==> config.mk <==
export PLATFORM = sky130hd
export DESIGN_NAME = eth_rx_filter
export DESIGN_NICKNAME = d
export VERILOG_FILES = /design/src/rtl/eth_rx_filter_pkg.sv /design/src/rtl/eth_rx_filter.sv
export SDC_FILE = /design/constraint.sdc
export NUM_CORES = 1
export LEC_CHECK = 0
export ABC_AREA = 1
export ABC_CLOCK_PERIOD_IN_PS = 2100
export CAP_MARGIN = 20
export CELL_PAD_IN_SITES_DETAIL_PLACEMENT = 0
export CELL_PAD_IN_SITES_GLOBAL_PLACEMENT = 1
export CORE_MARGIN = 5
export CORE_UTILIZATION = 38
export CTS_BUF_LIST = sky130_fd_sc_hd__clkbuf_16
export CTS_CLUSTER_DIAMETER = 200
export CTS_CLUSTER_SIZE = 24
export DETAILED_ROUTE_END_ITERATION = 10
export PLACE_DENSITY_LB_ADDON = 0.1
export SETUP_SLACK_MARGIN = 0.05
export SLEW_MARGIN = 20
export SYNTH_ARGS = -nofsm -noshare
export SYNTH_HDL_FRONTEND = slang
export SYNTH_SLANG_ARGS = --single-unit
==> constraint.sdc <==
create_clock -name rx_clk -period 2.1 [get_ports rx_clk]
set_input_delay 0.42 -clock rx_clk [delete_from_list [all_inputs] [get_ports rx_clk]]
set_output_delay 0.42 -clock rx_clk [all_outputs]
set_load 0.005 [all_outputs]
==> src/rtl/eth_rx_filter_pkg.sv <==
// eth_rx_filter_pkg: shared constants and FSM state encoding for the Ethernet RX filter
package eth_rx_filter_pkg;
  localparam int          ETH_HDR_LEN    = 14;
  localparam logic [15:0] ETHERTYPE_IPV4 = 16'h0800;
  localparam logic [15:0] ETHERTYPE_ARP  = 16'h0806;
  localparam logic [47:0] MAC_BROADCAST  = 48'hFFFF_FFFF_FFFF;
  typedef enum logic [2:0] {IDLE, HDR, FWD_HDR, FWD_BODY, DROP} state_t;
endpackage

==> src/rtl/eth_rx_filter.sv <==
// eth_rx_filter: buffers the Ethernet header, forwards frames addressed to us (or broadcast) carrying IPv4/ARP, drops the rest
// Ports: rx_clk / reset (async, active-low); our_mac_address (station MAC, byte 0 in [47:40]);
//        mac_rx_* AXI-Stream byte input; ip_rx_* AXI-Stream byte output; pass_count / drop_count frame counters.
module eth_rx_filter
  import eth_rx_filter_pkg::*;
#(
  parameter int HDR_LEN = ETH_HDR_LEN
) (
  input  logic        rx_clk,
  input  logic        reset,
  input  logic [47:0] our_mac_address,
  input  logic [7:0]  mac_rx_tdata,
  input  logic        mac_rx_tvalid,
  output logic        mac_rx_tready,
  input  logic        mac_rx_tlast,
  output logic [7:0]  ip_rx_tdata,
  output logic        ip_rx_tvalid,
  input  logic        ip_rx_tready,
  output logic        ip_rx_tlast,
  output logic [7:0]  pass_count,
  output logic [7:0]  drop_count
);
  localparam logic [3:0] LAST = 4'(HDR_LEN - 1);
  state_t      r_state;
  logic [3:0]  r_hdr_cnt;
  logic [7:0]  r_buf [HDR_LEN];
  logic        r_hdr_last;
  logic        r_run;
  logic        w_acc;
  logic        w_pass;
  logic [47:0] w_dst;
  logic [15:0] w_type;
  // r_run keeps mac_rx_tready low until the first edge after reset release
  assign mac_rx_tready = r_run & (r_state == FWD_HDR ? 1'b0 : r_state == FWD_BODY ? ip_rx_tready : 1'b1);
  assign ip_rx_tvalid  = r_state == FWD_HDR ? 1'b1 : r_state == FWD_BODY ? mac_rx_tvalid : 1'b0;
  assign ip_rx_tdata   = r_state == FWD_HDR ? r_buf[r_hdr_cnt] : r_state == FWD_BODY ? mac_rx_tdata : 8'd0;
  assign ip_rx_tlast   = r_state == FWD_HDR ? (r_hdr_last && r_hdr_cnt == LAST) :
                         r_state == FWD_BODY ? mac_rx_tlast : 1'b0;
  assign w_acc  = mac_rx_tvalid & mac_rx_tready;
  assign w_dst  = {r_buf[0], r_buf[1], r_buf[2], r_buf[3], r_buf[4], r_buf[5]};
  // byte 13 is still on the bus when the decision is taken, so it is used directly
  assign w_type = {r_buf[12], mac_rx_tdata};
  assign w_pass = (w_dst == our_mac_address || w_dst == MAC_BROADCAST) &&
                  (w_type == ETHERTYPE_IPV4 || w_type == ETHERTYPE_ARP);
  // r_hdr_cnt is the write index while collecting the header and the read index while replaying it
  always_ff @(posedge rx_clk or negedge reset) begin
    if (!reset) begin
      r_state    <= IDLE;
      r_hdr_cnt  <= '0;
      r_hdr_last <= 1'b0;
      r_run      <= 1'b0;
      pass_count <= '0;
      drop_count <= '0;
      for (int i = 0; i < HDR_LEN; i++) r_buf[i] <= '0;
    end else begin
      r_run <= 1'b1;
      case (r_state)
        IDLE, HDR: if (w_acc) begin
          r_buf[r_hdr_cnt] <= mac_rx_tdata;
          if (r_hdr_cnt == LAST) begin
            r_hdr_cnt  <= '0;
            r_hdr_last <= mac_rx_tlast;
            r_state    <= w_pass ? FWD_HDR : mac_rx_tlast ? IDLE : DROP;
            if (!w_pass) drop_count <= drop_count + 8'd1;
          end else if (mac_rx_tlast) begin
            r_hdr_cnt  <= '0;
            r_state    <= IDLE;
            drop_count <= drop_count + 8'd1;
          end else begin
            r_hdr_cnt <= r_hdr_cnt + 4'd1;
            r_state   <= HDR;
          end
        end
        FWD_HDR: if (ip_rx_tready) begin
          if (r_hdr_cnt == LAST) begin
            r_hdr_cnt <= '0;
            r_state   <= r_hdr_last ? IDLE : FWD_BODY;
            if (r_hdr_last) pass_count <= pass_count + 8'd1;
          end else r_hdr_cnt <= r_hdr_cnt + 4'd1;
        end
        FWD_BODY: if (w_acc && mac_rx_tlast) begin
          r_state    <= IDLE;
          pass_count <= pass_count + 8'd1;
        end
        DROP: if (w_acc && mac_rx_tlast) r_state <= IDLE;
        default: r_state <= IDLE;
      endcase
    end
  end
endmodule

### Word level (Yosys, flattened, before mapping)

Cells that the tools add are included.

| word-level totals | value |
|---|---|
| flip-flop bits (word level) | 137 |
| bits of input ports | 61 |
| output and inout bits | 27 |
| word-level logic and storage cells | 100 |

| cells by class | value |
|---|---|
| add/subtract/negate cells | 3 |
| $lt $le $gt $ge | 2 |
| equality and inequality tests | 16 |
| muxes and demuxes | 38 |
| bitwise gates (word level) | 3 |
| reduce and logical (&&, ||, !) cells | 18 |

Operators by type and width:

| kind | number |
|---|---|
| bitwise mux 112 bit | 1 |
| 2-to-1 mux 8 bit | 12 |
| == test 48 bit | 1 |
| == test 48 bit, second input constant | 1 |
| binary-select mux 8 bit (select 4 bit) | 1 |
| demux 8 bit (select 4 bit) | 1 |
| == test 16 x 12 -> 1 bit, second input constant | 2 |
| 2-to-1 mux 3 bit | 7 |
| 2-to-1 mux 4 bit | 5 |
| adder 8 x 1 -> 8 bit, second input constant | 2 |
| case mux 8 bit (2 select lines) | 1 |
| case mux 3 bit (3 select lines) | 1 |
| inequality test 2 bit, second input constant | 4 |
| case mux 4 bit (2 select lines) | 1 |
| AND reduction 4 bit | 2 |
| 2-to-1 mux 1 bit | 7 |
| == test 3 x 2 -> 1 bit, second input constant | 2 |
| inequality test 2 x 1 -> 1 bit, second input constant | 3 |
| AND reduction 3 bit | 2 |
| nonzero test 2 bit | 3 |
| >= comparator 5 bit, second input constant | 1 |
| less-than comparator 5 x 1 -> 1 bit, second input constant | 1 |
| NOT 4 -> 5 bit | 1 |
| AND reduction 5 bit | 1 |
| 11 further kinds | 17 |

### Longest topological paths before layout

| depth | value |
|---|---|
| depth in word-level cells | 8 |
| mapped depth | 13 |
| mapped depth without buffers | 13 |

### Least setup slack after synthesis

No wires, ideal clock.

| timing | value |
|---|---|
| kind | register to register |
| start | reg r_hdr_cnt[1] |
| end | reg pass_count[4] |
| setup time | 0.121 ns |
| arrival | 2.155 ns |
| required time | 1.979 ns |
| slack | -0.177 ns |
| stages on the path, launching flop included | 12 |
| path buffers | 1 |
| clock period less this slack | 2.277 ns |
| path through | dfrtp_1 inv_1 buf_1 ha_1 inv_1 nor2_2 a21oi_1 nor3_1 o21ai_2 nor2_1 nand2_1 xor2_1 |

| on the way | value |
|---|---|
| cells in the longest elaborated chain, start to end | 3 |

RTL lines:

| element | line | RTL |
|---|---|---|
| start, declared | eth_rx_filter.sv:25 | `logic [3:0] r_hdr_cnt;` |
| start signal, assigned | eth_rx_filter.sv:70 | `r_hdr_cnt <= r_hdr_cnt + 4'd1;` |
| start signal, assigned | eth_rx_filter.sv:79 | `end else r_hdr_cnt <= r_hdr_cnt + 4'd1;` |
| == test 4 bit | eth_rx_filter.sv:75 | `if (r_hdr_cnt == LAST) begin` |
| inequality test 2 x 1 -> 1 bit (no source line) | -- |  |
| AND reduction 5 bit (no source line) | -- |  |
| end signal, assigned | eth_rx_filter.sv:78 | `if (r_hdr_last) pass_count <= pass_count + 8'd1;` |
| end signal, assigned | eth_rx_filter.sv:83 | `pass_count <= pass_count + 8'd1;` |
| end, declared | eth_rx_filter.sv:20 | `output logic [7:0] pass_count,` |

Every way passes these cells.
A chain may end at the register's enable or synchronous reset.

### Worst setup path after layout

| timing | value |
|---|---|
| start | reg r_hdr_cnt[0] |
| end | out ip_rx_tdata[7] |

| on the way | value |
|---|---|
| cells in the longest elaborated chain, start to end | 5 |

RTL lines:

| element | line | RTL |
|---|---|---|
| NOT 4 -> 5 bit (implied by the code) | eth_rx_filter.sv:36 | `assign ip_rx_tdata = r_state == FWD_HDR ? r_buf[r_hdr_cnt] : r_state == FWD_BODY ? mac_rx_tdata : 8'd0;` |
| binary-select mux 8 bit (select 4 bit) | eth_rx_filter.sv:36 |  |
| 2-to-1 mux 8 bit (implied by the code) (2 in a row) | eth_rx_filter.sv:36 |  |
| 2-to-1 mux 8 bit | eth_rx_filter.sv:36 |  |
| end, declared | eth_rx_filter.sv:16 | `output logic [7:0] ip_rx_tdata,` |

Every way passes these cells. The select of a mux whose other input is x is not followed.

==> flow_summary.ini <==
[power_and_ir_drop]
power_density_mw_per_mm2 = 1270
leakagePower_nw = 5.12
ir_drop_v = 0.000779

[clock_network]
cts.clk_slew.worst_paths_ns = 0.06
cts_root_buffer = clkbuf_16
cts_tree = yes
numCtsBuffers = 17
clk_path_buf_depth = 2
clock_latency_ns = 0.43
clock-sinks = 137
htreeDepth = 4

[routing]
post_drt_wl_per_cell_um = 17.4
routed_wl_mm = 26.1
drc_errors = 0
drtIter0Drc = 466
ant_nets = 0
vias = 7375
vias_per_cell = 4.92
drtPass1Iterations = 5

[setup_path]
critical_path_required_ns = 1.68
crit_path_end_kind = output port
cp-start-kind = register
cp_max_fo = 5
worstPathArrival_ns = 2.10
worstSetupPathType = register to output port

[global_routing]
grt_pass1_vias = 7162
grt_pass1_wl_mm = 40.7
use_met3_pct = 5.30
busiest_layer = met2
grt_max_degree = 54
grt_overflow = 0
grt_use_met2_pct = 36.1
antenna_found_initial = 0
met1_usage_pct = 33.9
grt.total_usage_pct = 23.7

[sta]
fmax_mhz = 397
finalCritPeriodShare_pct = 120
max_slew_margin_pct = 64.1
final-max-slew-violation-count = 0
min_period_ns = 2.52
hold_viol = 0
postLayoutSetupSlackWorst_ns = -0.417
worst_pin_slew_ns = 0.539
rsz0062_at_grt = true
finalClockSkew_ns = 0.0124
setup-violations-final = 30
setup_tns_ns = -4.37

[layout]
finalNetCount = 1289
syn_to_final_growth_pct = 46.7
stdcell_area_mm2 = 0.0111
drive_above_1_share_pct = 24.6
n_antenna_cell = 0

[synth]
ys_warn_count = 0
synthesis.area_mm2 = 0.00757
syn_avg_cell_area_um2 = 7.76
ys_top_cells_by_area = dfrtp_1 (45%), nand2_1 (11%), o21ai_0 (9.9%)
synth_commonest_cells = nand2_1 (231), o21ai_0 (149), dfrtp_1 (137), inv_1 (98), nor2_1 (73)
yosysMostFrequentCell = nand2_1
synth-edff-count = 0
synth_nets = 1042
ys_seq_area_share_pct = 45.3
yosysUniqueCellTypes = 39
ys_seq_elements = 137
synth_top_area_share_pct = 45.3
synthCells = 975
synthArstFlopShare_pct = 100
synth.largest_area_cell = dfrtp_1
synth_top_flop_cell = dfrtp_1

[place]
gp_congestion = 0.871
dp_hpwl_mm = 19.2
placed_area_mm2 = 0.00988
port_buffers = 87

[floorplan]
die_h_um = 151
dieWidth_um = 151
coreArea_mm2 = 0.0195
die_area_mm2 = 0.0228
start_util_pct = 38.7
num_rows = 51
io_pins = 88

[run]
max_cap_viol_count = 0

[status]
violations = setup timing
status = finished, violations left

[hold_path]
worstHoldPathType = register to register
[critical path: stages, from the launching register on]
cell	delay (ns)
dfrtp_2	0.45
buf_4	0.21
buf_16	0.15
nor2_4	0.10
a21oi_2	0.04
o211ai_1	0.35
o21ai_1	0.13
o21ai_1	0.09
buf_2	0.14
[final cells by class]
type	instances	area, µm²
Clock inverter	15	104
Sequential cell	137	3430
Inverter	103	397
Fill cell	1849	8430
Multi-Input combinational cell	696	3830
Tap cell	265	332
Timing Repair Buffer	267	2580
Clock buffer	17	425
[state kept, by name, summed over array words and instances, names as in the netlist]
register	flops
r_hdr_cnt	4
r_run	1
r_buf	112
drop_count	8
pass_count	8
r_state	3
r_hdr_last	1
[report_power, final]
group	internal (mW)	switching, mW
Combinational	3.42	3.76
Clock	1.50	1.21
Sequential	3.53	0.705
[worst paths after layout]
check / start / endpoint / slack [ns] / cells past startpoint
max in group asynchronous: reset / r_state[0]$_DFFE_PN0P_ / 0.95 / 3
setup reg to reg: r_hdr_cnt[0]$_DFFE_PN0P_ / pass_count[5]$_DFFE_PN0P_ / -0.11 / 13
setup / recovery: r_hdr_cnt[0]$_DFFE_PN0P_ / ip_rx_tdata[7] / -0.42 / 8
hold / removal: r_buf[15]$_DFFE_PN0P_ / r_buf[15]$_DFFE_PN0P_ / 0.48 / 2
hold reg to reg: r_buf[15]$_DFFE_PN0P_ / r_buf[15]$_DFFE_PN0P_ / 0.48 / 2
min in group asynchronous: reset / r_buf[71]$_DFFE_PN0P_ / 0.53 / 2
[per-layer routing]
| layer | routed length [µm] | up-vias |
|---|---|---|
| met3 | 1730 | 31 |
| li1 | - | 3666 |
| met5 | 0 | - |
| met4 | 517 | 0 |
| met1 | 12200 | 3466 |
| met2 | 11700 | 212 |
[per-stage QoR]
step                      hold slack, ns  power [mW]  std cells  setup slack [ns]  utilization [%]
after floorplan                    0.124        7.24        975            0.0685                -
after global placement             0.427        10.2       1433            -0.570             50.6
after detailed placement           0.422        10.3       1433            -0.564             50.6
after CTS                          0.490        13.8       1485            -0.415             55.5
after global routing               0.517        15.1       1500            -0.502             56.8
final                              0.485        14.1       1500            -0.417             56.8
[layout by cell type (no fill, tap or decap), types with 9 or more instances in the layout]
cell type / n
nand2_1: 228
inv_1: 97
a21oi_2: 16
buf_6: 12
buf_12: 17
xnor2_1: 44
o21ai_0: 99
nand4_1: 9
xor2_1: 9
clkbuf_16: 18
clkdlybuf4s50_1: 74
o21ai_1: 66
nand3_1: 20
a21oi_1: 48
nor2_1: 61
buf_2: 10
dfrtp_1: 134
buf_4: 142
nor2_2: 10
o211ai_1: 9
[logic make-up after synthesis]
kind of cell | Yosys count | synth area share, %
adder cells (fa/ha/maj) | 6 | 0.992
AND/OR/NAND/NOR | 370 | 21.4
buffers and inverters | 144 | 7.77
multiplexers | 1 | 0.132
AO/OA/AOI/OAI | 263 | 18.2
other | 1 | 0.0496
flip-flops | 137 | 45.3
XOR/XNOR | 53 | 6.14
[what timing repair did]
action                                 CTS  global route
buffers inserted                        14            13
hold buffers                             1             0
cloned                                   6             4
endpoints found under the hold margin   48             0
pin swaps                               19            19
setup endpoints to repair               32            86
resized for setup                      145            43
Note: power is estimated with default switching activity, not from simulation.
==> edit 1: new RTL, config.mk and constraints unchanged <==
The 5 states of `state_t` get a one-hot encoding in 5 bits.
--- a/src/rtl/eth_rx_filter_pkg.sv
+++ b/src/rtl/eth_rx_filter_pkg.sv
@@ -5,5 +5,5 @@
   localparam logic [15:0] ETHERTYPE_ARP  = 16'h0806;
   localparam logic [47:0] MAC_BROADCAST  = 48'hFFFF_FFFF_FFFF;
-  typedef enum logic [2:0] {IDLE, HDR, FWD_HDR, FWD_BODY, DROP} state_t;
+  typedef enum logic [4:0] {IDLE = 5'b00001, HDR = 5'b00010, FWD_HDR = 5'b00100, FWD_BODY = 5'b01000, DROP = 5'b10000} state_t;
 endpackage
 
Function: no difference found for any inputs over 4 cycles, from zero or initial values and one cycle with reset low; so few cycles prove little.
==> edit 1 against the unedited design <==
The run still ends with setup timing left. Area after synthesis fell by 1.1%. Total power shrank 3.6%. Routed wire length is 4.7% higher. Setup slack got worse by 48 ps. Die area is 1.0% lower. First-iteration DRC count rose by 5.6%. Final area increased by 7.9%. Sequential cell count grew 2. Critical path type unchanged. Highest routed layer unchanged.
==> edit 1: results (changes against the unedited design) <==
Internal power of the cells - 8.35 mW (-1.2%)
Post-cts gate resize count - 199 (+37%)
Leakage power - 5.25 nW (+2.5%)
DP Cell Count - 1388 (-3.1%)
Top cells by area in the synthesized netlist - sky130_fd_sc_hd__dfrtp_1 46%, sky130_fd_sc_hd__nand2_1 12%, sky130_fd_sc_hd__o21ai_0 9.6%
Placement-stage worst setup slack - -478 ps (+85.9 ps)
DR iter-0 viols - 492 (+5.6%)
Largest net degree at the start of global routing - 52 (-3.7%)
Count of nets after finishing - 1260 (-2.2%)
Cell family with most CP delay - flip-flops
CP max stage delay - 490 ps (+40 ps)
Ratio of cells with drive above 1 in the final layout - 38.9% (+14 points)
Total global routing track utilization - 23.2% (-0.45 points)
Total wire length - 27300 um (+4.7%)
Part of the power in combinational logic - 46.4% (-4.4 points)
Global-route wire length before repair - 40100 um (-1.4%)
Area growth syn-to-layout - 60.1%
Filler cell count - 1735 (-6.2%)
Number of vias per cell - 5.14 (+4.5%)
Beginning of the worst register-to-register path - r_state[0]
Fin Setup TNS - -19820 ps (-15450 ps)
Top cell types by occurrence after synthesis - 240 x sky130_fd_sc_hd__nand2_1, 143 x sky130_fd_sc_hd__o21ai_0, 138 x sky130_fd_sc_hd__dfrtp_1, 98 x sky130_fd_sc_hd__nor2_1, 68 x sky130_fd_sc_hd__inv_1
Post-Synthesis Cells - 962 (-1.3%)
Post-layout worst setup margin - -465 ps (-47.9 ps)
Cell Area, Placed - 9470 um^2 (-4.1%)
Multiplexer fraction of the synthesized cell area - 0% (-0.13 points)
Detailed placer's ending HPWL - 17400 um (-9.4%)
Run status - finished, violations left
Failing checks - setup timing
Xor/xnor cell area share of the yosys netlist - 5.73% (-0.40 points)
End of the worst register-to-register path - r_buf[73]
Final setup vio count - 106 (+250%)
Number of global-route vias before repair - 7064 (-1.4%)
Worst voltage drop across the vdd grid - 0.721 mV (-7.5%)
Setup skew after layout - 12.2 ps (-0.189 ps)
Crit path arrival time - 2150 ps (+50 ps)
Clock power frac - 22.6% (+3.4 points)
Post-Synthesis Net Count - 1029 (-1.2%)
[edit 1: changes by cell type after synthesis, moves of 9 or more]
cell and delta:
sky130_fd_sc_hd__inv_1 -30, sky130_fd_sc_hd__a21oi_1 -34, sky130_fd_sc_hd__o22ai_1 +15, sky130_fd_sc_hd__nand2_1 +9
sky130_fd_sc_hd__buf_2 -12, sky130_fd_sc_hd__clkbuf_1 +15, sky130_fd_sc_hd__o21ai_1 +10, sky130_fd_sc_hd__nor2_1 +25
[edit 1: worst min path at each step]
stage | to | slack [ps]
after detailed placement | r_buf[40] | 280
after global routing | r_buf[40] | 430
final | r_buf[40] | 400
after CTS | r_buf[40] | 400
after floorplan | drop_count[0] | 120
after global placement | r_buf[16] | 280
[edit 1: metal layers]
metal / global-route usage, % / share of wire [%] / vias up
met2: 36.0 / 47 / 238
met4: 6.18 / 1.6 / 0
met1: 33.8 / 46 / 3616
li1: - / - / 3662
met5: 0 / 0 / -
met3: 3.73 / 6.0 / 34
[edit 1: cell families (layout without fill, tap and decap cells)]
group                      Yosys count  in the layout
DFF                                139            139
and+or+nand+nor                    413            417
other                                1              1
AOI/OAI and AO/OA                  241            241
adders and majority gates            6              6
xor gates and xnor gates            49             49
buffers and inverters              113            352
[edit 1: final cells by class]
cell class / instances / area share (%)
clock buffers: 17 / 3.55
clock inverters: 14 / 1.41
inverters: 71 / 2.34
multi-input cells: 714 / 39.5
flip-flops and latches: 139 / 29.1
well taps: 265 / 2.77
repair buffers: 249 / 21.3
repair inverters: 1 / 0.0627
[edit 1: worst reg2reg max path: cells and delay by family, from the launching register on]
family | cells | cell delay (ps)
AO/OA/AOI/OAI | 2 | 210
buffers and inverters | 5 | 690
flip-flops | 1 | 550
AND/OR/NAND/NOR | 8 | 770
==> edit 2: new RTL, same flow settings <==
Without the edit above. Set the package constant `ETH_HDR_LEN` to 15 (it was 14).
--- a/src/rtl/eth_rx_filter_pkg.sv
+++ b/src/rtl/eth_rx_filter_pkg.sv
@@ -1,5 +1,5 @@
 // eth_rx_filter_pkg: shared constants and FSM state encoding for the Ethernet RX filter
 package eth_rx_filter_pkg;
-  localparam int          ETH_HDR_LEN    = 14;
+  localparam int          ETH_HDR_LEN    = 15;
   localparam logic [15:0] ETHERTYPE_IPV4 = 16'h0800;
   localparam logic [15:0] ETHERTYPE_ARP  = 16'h0806;
Formal check against the unedited RTL: no difference found for any inputs over 4 cycles, from zero or initial values and one cycle with reset low; that may be too few to reach the edited logic, so the function may still have changed.
==> edit 2 against the unedited design <==
The run still ends with setup timing left. Area after synthesis grew 6.5%. Routed wire length grew 18%. First-iteration DRC count grew 21%. Sequential share of layout area shrank 3.3 points. Final area grew 19%. Setup slack lost 44 ps. Sequential cell count grew 8. Critical path type unchanged. Total power grew 30%.
==> edit 2: results (changes against the unedited design) <==
Sum of met3 wire segment lengths after detailed routing - 1630 um (-5.7%)
Worst voltage drop across the vdd grid - 0.674 mV (-14%)
Fin Setup TNS - -5780 ps (-1410 ps)
Count of nets after finishing - 1394 (+8.1%)
RD Place Congestion - 0.869 (-0.23%)
Met2 routed wirelength - 14700 um (+27%)
Run status - finished, violations left
Part of the power in combinational logic - 55.1% (+4.3 points)
R2R Setup Slk - -90 ps (+20 ps)
Registers with the most flip-flops - r_buf: 120 flops, drop_count: 8 flops, pass_count: 8 flops
Distinct cell type count after synthesis - 35 (-10%)
DP Cell Count - 1536 (+7.2%)
Global Route met2 Usage - 39.3% (+3.2 points)
Detailed placer's ending HPWL - 20400 um (+6.4%)
Power consumed by the clock network - 3.50 mW (+29%)
Power drawn by the combinational cells - 10.1 mW (+41%)
DR iter-0 viols - 565 (+21%)
Beginning of the worst register-to-register path - r_state[1]
Post-layout worst setup margin - -461 ps (-43.8 ps)
Ratio of cells with drive above 1 in the final layout - 38.7% (+14 points)
End of the worst register-to-register path - r_buf[63]
Total wire length - 30800 um (+18%)
Setup skew after layout - 10.6 ps (-1.73 ps)
Worst setup endpoint - ip_rx_tdata[2]
Final setup vio count - 75 (+150%)
Global-route wire length before repair - 44900 um (+10%)
Worst-case hold slack - 506 ps (+21.0 ps)
Cell Area, Placed - 10800 um^2 (+8.9%)
Total via count after detailed routing - 8176 (+11%)
Average cell area after synthesis - 7.78 um^2 (+0.26%)
Net switching share of the total power - 40.0% (-0.16 points)
Top cell types by occurrence after synthesis - 235 x sky130_fd_sc_hd__nand2_1, 182 x sky130_fd_sc_hd__o21ai_0, 145 x sky130_fd_sc_hd__dfrtp_1, 119 x sky130_fd_sc_hd__inv_1, 75 x sky130_fd_sc_hd__a21oi_1
Failing checks - setup timing
Hold path start - r_buf[70]
Worst-case headroom to the max-slew limit - 61.1% (-3.0 points)
Hold-critical path endpoint - r_buf[70]
Global routing usage on met1 - 34.1% (+0.18 points)
Average routed wire per standard cell - 19.1 um (+9.6%)
Total global routing track utilization - 24.2% (+0.58 points)
Post-Synthesis Net Count - 1103 (+5.9%)
Leakage power - 6.04 nW (+18%)
Worst r2r path cells - 17 (+4)
Met3 track demand over resource - 4.16% (-1.1 points)
Detailed-route wire length on metal 1 - 13900 um (+14%)
## edit 2: cell count changes after synthesis, sizes merged, moves of 6 or more
cell	unedited run	this run
inv	101	121
a22o	0	14
dfrtp	137	145
a21boi	8	1
clkbuf	20	31
o211ai	9	2
buf	21	15
a21oi	67	75
o21ai	174	187
nand4	9	17
## edit 2: timing repair
action	in CTS	in global routing
cloned	6	10
resized for setup	231	290
buffers inserted	23	17
hold buffers	1	0
hold endpoints to repair	36	0
pin swaps	28	43
setup endpoints to repair	72	154
## edit 2: cells by family after synthesis
kind of cell,after synthesis,synth area share (%)
simple gates,377,21.2
compound gates,284,18.5
buf+inv,170,8.57
flops,145,45.0
xor+xnor,53,5.76
fa+ha+maj,6,0.931
other cells,1,0.0465
## edit 2: cell type report
class	instances	area [um^2]
fill	1825	7790
multi-input combinational	721	4760
sequential	145	3630
timing repair buffer	318	3280
inverter	124	480
clock buffer	17	425
tap	275	344
clock inverter	14	238
